<file path="config.mk">
export PLATFORM = sky130hd
export DESIGN_NAME = decode_ctrl
export DESIGN_NICKNAME = d
export VERILOG_FILES = /design/src/rtl/cpu_pkg.sv /design/src/rtl/pc_next.sv /design/src/rtl/decode_ctrl.sv
export SDC_FILE = /design/constraint.sdc
export NUM_CORES = 1
export LEC_CHECK = 0
export BUFFER_PORTS_ARGS = -buffer_cell sky130_fd_sc_hd__buf_2
export CORE_ASPECT_RATIO = 1.75
export CORE_UTILIZATION = 57
export CTS_BUF_LIST = sky130_fd_sc_hd__clkbuf_8
export DETAILED_ROUTE_END_ITERATION = 12
export PLACE_DENSITY = 0.83
export SKIP_LAST_GASP = 1
export SYNTH_ARGS = -nofsm -noshare
export SYNTH_HDL_FRONTEND = slang
export SYNTH_SLANG_ARGS = --single-unit
</file>
<file path="constraint.sdc">
create_clock -name clk_pi -period 3.9 [get_ports clk_pi]
set_clock_uncertainty 0.15 [all_clocks]
set_input_delay 0.39 -clock clk_pi [delete_from_list [all_inputs] [get_ports clk_pi]]
set_output_delay 0.39 -clock clk_pi [all_outputs]
set_load 0.05 [all_outputs]
</file>
<file path="src/rtl/cpu_pkg.sv">
// Shared CPU definitions: opcodes, ALU function codes, CONTROL codes and the
// sequencer state encoding. Imported by decode_ctrl, pc_next and the ALU.
package cpu_pkg;

  // Opcodes (instr[15:12]); 4'hD and 4'hE are unassigned and execute as NOP.
  localparam logic [3:0] OpNop    = 4'h0;
  localparam logic [3:0] OpArith2 = 4'h1;
  localparam logic [3:0] OpArith1 = 4'h2;
  localparam logic [3:0] OpMovi   = 4'h3;
  localparam logic [3:0] OpAddi   = 4'h4;
  localparam logic [3:0] OpSubi   = 4'h5;
  localparam logic [3:0] OpLoad   = 4'h6;
  localparam logic [3:0] OpStor   = 4'h7;
  localparam logic [3:0] OpBeq    = 4'h8;
  localparam logic [3:0] OpBge    = 4'h9;
  localparam logic [3:0] OpBle    = 4'hA;
  localparam logic [3:0] OpBc     = 4'hB;
  localparam logic [3:0] OpJ      = 4'hC;
  localparam logic [3:0] OpCtrl   = 4'hF;

  // ALU function field (instr[2:0]).
  localparam logic [2:0] AluAdd = 3'b000;
  localparam logic [2:0] AluAdc = 3'b001;
  localparam logic [2:0] AluSub = 3'b010;
  localparam logic [2:0] AluSbb = 3'b011;
  localparam logic [2:0] AluAnd = 3'b100;
  localparam logic [2:0] AluOr  = 3'b101;
  localparam logic [2:0] AluXor = 3'b110;
  localparam logic [2:0] AluNot = 3'b111;

  // CONTROL codes (instr[11:0]); any other code executes as NOP.
  localparam logic [11:0] CtrlStc   = 12'h001;
  localparam logic [11:0] CtrlStb   = 12'h002;
  localparam logic [11:0] CtrlReset = 12'hAAA;
  localparam logic [11:0] CtrlHalt  = 12'hFFF;

  typedef enum logic [1:0] {
    StFetch = 2'd0,
    StExec  = 2'd1,
    StMem   = 2'd2,
    StHalt  = 2'd3
  } state_e;

endpackage

</file>
<file path="src/rtl/pc_next.sv">
// Next-PC computation for the EXEC cycle (16-bit wrap-around).
//   pc_i      current PC
//   imm_i     6-bit signed branch offset
//   target_i  12-bit jump target (replaces PC[11:0])
//   branch_i  conditional branch taken
//   jump_i    unconditional jump
//   next_pc_o resulting PC
module pc_next
  import cpu_pkg::*;
(
  input  logic [15:0] pc_i,
  input  logic [5:0]  imm_i,
  input  logic [11:0] target_i,
  input  logic        branch_i,
  input  logic        jump_i,
  output logic [15:0] next_pc_o
);

  logic [15:0] pc_inc;
  logic [15:0] offset;

  assign pc_inc = pc_i + 16'd1;
  assign offset = {{10{imm_i[5]}}, imm_i};

  always_comb begin
    next_pc_o = pc_inc;
    if (jump_i) begin
      next_pc_o = {pc_i[15:12], target_i};
    end else if (branch_i) begin
      next_pc_o = pc_inc + offset;
    end
  end

endmodule

</file>
<file path="src/rtl/decode_ctrl.sv">
// Instruction fetch / decode / sequencing controller.
//   clk_pi, reset_n_pi          clock, async active-low reset
//   imem_*                      instruction fetch handshake (PC out, instruction in)
//   arith_*/addi/subi/load_or_store/stc_cmd/stb_cmd, alu_func, immediate  ALU controls
//   carry_*/borrow_*            ALU flag results in, registered flags out
//   rd/rs1/rs2_addr, rf_we      register file control
//   branch_taken_pi             external comparator result for BEQ/BGE/BLE
//   dmem_*                      data memory handshake
//   halted_po                   processor halted
module decode_ctrl
  import cpu_pkg::*;
(
  input  logic        clk_pi,
  input  logic        reset_n_pi,
  output logic        imem_req_po,
  output logic [15:0] imem_addr_po,
  input  logic        imem_valid_pi,
  input  logic [15:0] imem_data_pi,
  output logic        arith_1op_po,
  output logic        arith_2op_po,
  output logic        addi_po,
  output logic        subi_po,
  output logic        load_or_store_po,
  output logic        stc_cmd_po,
  output logic        stb_cmd_po,
  output logic [2:0]  alu_func_po,
  output logic [5:0]  immediate_po,
  input  logic        carry_out_pi,
  input  logic        borrow_out_pi,
  output logic        carry_flag_po,
  output logic        borrow_flag_po,
  output logic [2:0]  rd_addr_po,
  output logic [2:0]  rs1_addr_po,
  output logic [2:0]  rs2_addr_po,
  output logic        rf_we_po,
  input  logic        branch_taken_pi,
  output logic        dmem_req_po,
  output logic        dmem_we_po,
  input  logic        dmem_ack_pi,
  output logic        halted_po
);

  state_e      state_q, state_d;
  logic [15:0] pc_q, pc_d;
  logic [15:0] ir_q, ir_d;
  logic        carry_q, carry_d;
  logic        borrow_q, borrow_d;

  logic [3:0]  op;
  logic [11:0] code;
  logic        branch_taken;
  logic        jump;
  logic [15:0] pc_exec;

  assign op   = ir_q[15:12];
  assign code = ir_q[11:0];

  // BC tests the registered carry flag, i.e. the value before this EXEC's update.
  assign branch_taken = ((op == OpBeq) || (op == OpBge) || (op == OpBle)) ? branch_taken_pi :
                        (op == OpBc) ? carry_q : 1'b0;
  assign jump = (op == OpJ);

  pc_next u_pc_next (
    .pc_i      (pc_q),
    .imm_i     (ir_q[5:0]),
    .target_i  (ir_q[11:0]),
    .branch_i  (branch_taken),
    .jump_i    (jump),
    .next_pc_o (pc_exec)
  );

  assign imem_addr_po   = pc_q;
  assign carry_flag_po  = carry_q;
  assign borrow_flag_po = borrow_q;
  assign rd_addr_po     = ir_q[11:9];
  assign rs1_addr_po    = ir_q[8:6];
  assign rs2_addr_po    = ir_q[5:3];

  always_comb begin
    state_d          = state_q;
    pc_d             = pc_q;
    ir_d             = ir_q;
    carry_d          = carry_q;
    borrow_d         = borrow_q;
    imem_req_po      = 1'b0;
    arith_1op_po     = 1'b0;
    arith_2op_po     = 1'b0;
    addi_po          = 1'b0;
    subi_po          = 1'b0;
    load_or_store_po = 1'b0;
    stc_cmd_po       = 1'b0;
    stb_cmd_po       = 1'b0;
    alu_func_po      = 3'b000;
    immediate_po     = 6'd0;
    rf_we_po         = 1'b0;
    dmem_req_po      = 1'b0;
    dmem_we_po       = 1'b0;
    halted_po        = 1'b0;

    unique case (state_q)
      StFetch: begin
        // Reset forces StFetch; keep the request low until reset is released.
        imem_req_po = reset_n_pi;
        if (imem_valid_pi) begin
          ir_d    = imem_data_pi;
          state_d = StExec;
        end
      end

      StExec: begin
        // The ALU passes flags through when not generating, so always load them.
        carry_d  = carry_out_pi;
        borrow_d = borrow_out_pi;
        pc_d     = pc_exec;
        state_d  = StFetch;
        case (op)
          OpArith2: begin
            arith_2op_po = 1'b1;
            alu_func_po  = ir_q[2:0];
            rf_we_po     = 1'b1;
          end
          OpArith1: begin
            arith_1op_po = 1'b1;
            alu_func_po  = ir_q[2:0];
            rf_we_po     = 1'b1;
          end
          OpMovi: begin
            immediate_po = ir_q[5:0];
            rf_we_po     = 1'b1;
          end
          OpAddi: begin
            addi_po      = 1'b1;
            immediate_po = ir_q[5:0];
            rf_we_po     = 1'b1;
          end
          OpSubi: begin
            subi_po      = 1'b1;
            immediate_po = ir_q[5:0];
            rf_we_po     = 1'b1;
          end
          OpLoad, OpStor: begin
            load_or_store_po = 1'b1;
            immediate_po     = ir_q[5:0];
            pc_d             = pc_q;  // advanced when the memory access completes
            state_d          = StMem;
          end
          OpCtrl: begin
            case (code)
              CtrlStc:   stc_cmd_po = 1'b1;
              CtrlStb:   stb_cmd_po = 1'b1;
              CtrlReset: begin
                pc_d     = 16'd0;
                carry_d  = 1'b0;
                borrow_d = 1'b0;
              end
              CtrlHalt: begin
                pc_d    = pc_q;
                state_d = StHalt;
              end
              default: ;
            endcase
          end
          default: ;
        endcase
      end

      StMem: begin
        dmem_req_po      = 1'b1;
        dmem_we_po       = (op == OpStor);
        load_or_store_po = 1'b1;
        if (dmem_ack_pi) begin
          rf_we_po = (op == OpLoad);
          pc_d     = pc_q + 16'd1;
          state_d  = StFetch;
        end
      end

      StHalt: begin
        halted_po = 1'b1;
      end

      default: state_d = StFetch;
    endcase
  end

  always_ff @(posedge clk_pi or negedge reset_n_pi) begin
    if (!reset_n_pi) begin
      state_q  <= StFetch;
      pc_q     <= 16'd0;
      ir_q     <= 16'd0;
      carry_q  <= 1'b0;
      borrow_q <= 1'b0;
    end else begin
      state_q  <= state_d;
      pc_q     <= pc_d;
      ir_q     <= ir_d;
      carry_q  <= carry_d;
      borrow_q <= borrow_d;
    end
  end

endmodule

</file>
==> Yosys cells after proc, flatten, opt, wreduce, memory -nomap -nowiden <==
Index checks and enable logic that the tools add are counted.
{ "word_totals": {"register_bits": 36, "input_bits": 23, "elab_cells": 87} }
{ "classes": {"add_sub_neg": 2, "n_eq_ne": 24, "n_mux": 44, "n_reduce_logical": 12} }
{ "ops": {"columns": ["op", "count"], "rows": [
  ["one-hot mux 16 bit (2 select lines)", 3],
  ["two-way mux 16 bit", 3],
  ["two-way mux 1 bit", 27],
  ["equality test 12 bit, second input constant", 2],
  ["equality test 4 bit, second input constant", 6],
  ["adder 16 x 1 -> 16 bit, second input constant", 1],
  ["adder 16 bit", 1],
  ["equality test 4 x 3 -> 1 bit, second input constant", 4],
  ["equality test 12 x 1 -> 1 bit, second input constant", 1],
  ["equality test 12 x 2 -> 1 bit, second input constant", 1],
  ["two-way mux 6 bit", 2],
  ["OR reduction 5 bit", 2],
  ["equality test 4 x 2 -> 1 bit, second input constant", 2],
  ["two-way mux 2 bit", 3],
  ["two-way mux 3 bit", 2],
  ["inequality test 2 bit, second input constant", 3],
  ["one-hot mux 2 bit (3 select lines)", 1],
  ["equality test 2 bit, second input constant", 2],
  ["equality test 4 x 1 -> 1 bit, second input constant", 1],
  ["one-hot mux 1 bit (2 select lines)", 2],
  ["one-hot mux 2 bit (2 select lines)", 1],
  ["AND reduction 4 bit", 1],
  ["OR reduction 2 bit", 2],
  ["inequality test 3 bit, second input constant", 1],
  ["other kinds (7)", 8]
]} }

==> Logic depth before layout (Yosys ltp) <==
{ "depth": {"ltp_word": 9, "ltp_mapped": 13, "mapped_depth_nobuf": 13} }

==> Modules after synthesis <==
Synthesis repeated with hierarchy kept, for this count alone.
{ "hier_totals": {"hier_cells": 463, "hier_area_um2": 3778.6} }
{ "by_module_without_submodules": {"columns": ["mod", "instances", "cells_each", "area_per_inst_um2", "seq_area_each_um2"], "rows": [
  ["decode_ctrl", 1, 256, 2372.3, 900.9],
  ["pc_next", 1, 207, 1406.3, 0.0]
]} }

==> Least setup slack after synthesis <==
Ideal clock, no wire load.
{ "synth_path": {"kind": "reg-to-reg", "startpoint": "register pc_q[0], in the netlist imem_addr_po[0]", "endpoint": "register pc_q[15], in the netlist imem_addr_po[15]", "t_arrival_ps": 3397, "t_required_ps": 3668, "slack_ps": 271, "path_stages_with_launch": 14, "period_less_slack_ps": 3629, "path_cell_list": "dfrtp_1 -> ha_1 -> and3_2 -> nand2_1 -> xor2_1 -> inv_1 -> ha_1 -> a21oi_1 -> o21ai_0 -> a221oi_1 -> o31ai_1 -> mux2i_1 -> mux2_2 -> a31oi_1"} }
{ "synth_between": {"elab_chain_cells": 7, "word_cells_on_any_way": 8, "cone_classes": "add/sub (2); mux (6)"} }
{ "synth_lines": {"columns": ["item", "line", "text"], "rows": [
  ["start, declared", "decode_ctrl.sv:44", "logic [15:0] pc_q, pc_d;"],
  ["start signal, assigned", "decode_ctrl.sv:195", "pc_q <= pc_d;"],
  ["adder 16 x 1 -> 16 bit (*)", "pc_next.sv:22, decode_ctrl.sv:173", null],
  ["adder 16 bit", "pc_next.sv:30", "next_pc_o = pc_inc + offset;"],
  ["two-way mux 16 bit", "pc_next.sv:29", "end else if (branch_i) begin"],
  ["two-way mux 16 bit", "pc_next.sv:27", "if (jump_i) begin"],
  ["one-hot mux 16 bit (2 select lines)", "decode_ctrl.sv:148", "case (code)"],
  ["one-hot mux 16 bit (2 select lines)", "decode_ctrl.sv:116", "case (op)"],
  ["one-hot mux 16 bit (2 select lines) (*)", "decode_ctrl.sv:100", "unique case (state_q)"]
]} }
Every way passes the cells marked *; elsewhere a longest branch is shown, timed or not. The select of a mux whose other input is x is not followed.
A chain may end at the register's enable or synchronous reset.

==> Final worst setup path <==
Ends and elaborated chain as after synthesis.

==> results.toml <==
[finish]
n_antenna_cell = 0
area_growth_pct = 13.1
drive_gt1_share_pct = 23.4
final_nets = 524
utilization_pct = 67.9
fillers = 534

[floorplanning]
start_util_pct = 60.1
dieWidth_um = 60.5
rows = 36
die_y_um = 104
core-area_um2 = 5680
die_area_um2 = 6310
ios = 71

[synth]
syn_inst = 417
synth_top_area_share_pct = 26.4
synth_edf_count = 0
synthMuxAreaShare_pct = 7.09
synth_compound_area_share_pct = 22.0
ys.flop_type = "dfrtp_1"
synth_xor_xnor_area_share_pct = 6.42
syn_nets = 467
yosysUniqueCellTypes = 59
synthAdderAreaFrac_pct = 10.1
synth-simple-area-share_pct = 22.1
synth.avg_cell_area_um2 = 8.17
yosysWarnings = 0
ys_async_sr_fraction_pct = 100
yosys.area.top_type = "dfrtp_1"
ys_seq_area_share_pct = 26.4
synthesis.area_um2 = 3410
synth.most_common_cell = "nand2_1"
synth-seq-cells = 36
synthTopCellsByArea = "dfrtp_1 (26%), ha_1 (9.5%), mux2_2 (5.6%)"
yosys-top-cells-count = "nand2_1 (44), nor2_1 (37), dfrtp_1 (36), a21oi_1 (32), o21ai_0 (27)"
synth_top_family_by_area = "simple AND/OR/NAND/NOR gates"

[clocking]
cts_tree = "done"
clockRootBuffer = "clkbuf_8"
htree_levels = 2
post-cts-setup-buffer-count = 0
clk_pin_slew_ns = 0.08
clkSinkCount = 36
clk_latency_ns = 0.30
clock_path_buffers = 2
cts_inserted_buffers = 5

[route]
drtIter0Drc = 152
post-route-drc-count = 0
dr.pass1.iters = 4
ant_nets = 0
drt_wl_total_um = 9710
via_per_inst = 6.24
dr_total_vias = 3438
wl_per_cell_um = 17.6

[sta]
period_share_pct = 94.6
totalNegativeSetupSlack_ns = 0
slew-limit-headroom_pct = 20.6
finalSetupViolations = 0
postLayoutSetupSlackWorst_ns = 0.209
worst_pin_slew_ns = 1.19
hold_slack_ns = 0.165
rsz0062_at_grt = "no"
period_needed_ns = 3.69
finalMaxSlewViolations = 0
max_clock_freq_mhz = 271
hold_viol = 0

[place]
place_congestion = 0.971
io_buffers = 70
dp_slack_ns = 0.205
hpwlAfterDp_um = 7380

[setup_path]
path_class = "reg -> reg"
critPathLaunchType = "flip-flop"
critPathBufInv = 1
worstPathMaxFanout = 8
ff2ff_path_depth = 13
crit_path_end_kind = "flip-flop"
critPathMaxStageDelay_ns = 0.47
crit_arrival_ns = 3.75
r2r-start = "imem_addr_po[0]"
rr_endpoint = "imem_addr_po[15]"
crit_chain = "ha_1, and3_2, nand2_1, xor2_1, inv_1, ha_1, a21oi_1, o21ai_0, a221oi_1, o31ai_1, mux2i_1, mux2_2, a31oi_1"
cp_slowest_cell = "dfrtp_2"
cpMostUsedCell = "ha_1"
worst_ep_required_time_ns = 3.96
regToRegSetupSlack_ns = 0.21
crit_family = "compound AO/OA/AOI/OAI gates"

[run_status]
status = "completed"

[global_route]
grt_pass1_wl_um = 15700
grt_pass1_vias = 3368
track_usage_pct = 33.0
antenna_found_initial = 0
grt.overflow.total = 0
grt_max_degree = 38

[worst_hold_path]
hp-class = "in -> reg"
min_to = "ir_q[8]"
min_from = "imem_data_pi[8]"
hold_depth = 2

[flow_run]
drv_cap = 0
==> worst max path at each step <==
| stage | start | end | cells past startpoint |
|---|---|---|---|
| 6_report | imem_addr_po[0] | imem_addr_po[15] | 13 |
| 2_1_floorplan | imem_addr_po[0] | imem_addr_po[15] | 13 |
| 5_1_grt | imem_addr_po[1] | imem_addr_po[15] | 13 |
| 4_1_cts | imem_addr_po[0] | imem_addr_po[15] | 13 |
| 3_3_place_gp | imem_addr_po[0] | imem_addr_po[15] | 13 |
| 3_5_place_dp | imem_addr_po[0] | imem_addr_po[15] | 13 |
==> metal layers <==
metal / track usage (%) / vias up / part of all wire, % / wire, µm
met4: 17.9 / 0 / 4.7 / 456
met1: 35.4 / 1638 / 36 / 3530
met3: 4.48 / 43 / 4.4 / 431
met2: 58.6 / 135 / 55 / 5300
li1: - / 1622 / - / -
met5: 0 / - / 0 / 0
==> flip-flops by register name, indices dropped and copies added (netlist names) <==
register,count
borrow_flag_po,1
carry_flag_po,1
imem_addr_po,16
ir_q,16
state_q,2
==> cell families after synthesis <==
group,count (synthesis)
buf+inv,43
xor+xnor,25
simple gates,148
compound gates,116
fa+ha+maj,27
mux,22
flops,36
==> timing repair <==
| action | CTS | global route |
|---|---|---|
| resized for setup | 0 | 1 |
| hold buffers | 1 | 0 |
| hold endpoints to repair | 27 | 0 |
| endpoints found under the setup margin | 0 | 1 |
==> placed cells by master (no fill, tap or decap), types with 10 or more instances in the layout <==
cell	Yosys	layout
buf_2	5	70
nand2_1	44	44
nor2_1	37	37
dfrtp_1	36	35
a21oi_1	32	32
o21ai_0	27	27
ha_1	26	26
inv_1	18	19
mux2_2	17	17
xor2_1	16	16
nand3_1	14	14
nor3_1	10	10
==> layout make-up <==
class,instances,area [µm²],share of cell area (%)
Multi-Input combinational cell,338,2310,59.8
Timing Repair Buffer,75,390,10.1
Clock buffer,6,82.6,2.14
Tap cell,76,95.1,2.47
Clock inverter,2,11.3,0.292
Sequential cell,36,902,23.4
Inverter,18,67.6,1.75
==> through the flow <==
step	cell area, µm²	instances
3_5_place_dp	3750	542
4_1_cts	3850	551
5_1_grt	3850	551
6_report	3850	551
3_3_place_gp	3750	542
2_1_floorplan	3410	417
Power is left out: the tool's default activity adds up to more than one toggle a clock period on the data nets, which glitch-free logic cannot reach.
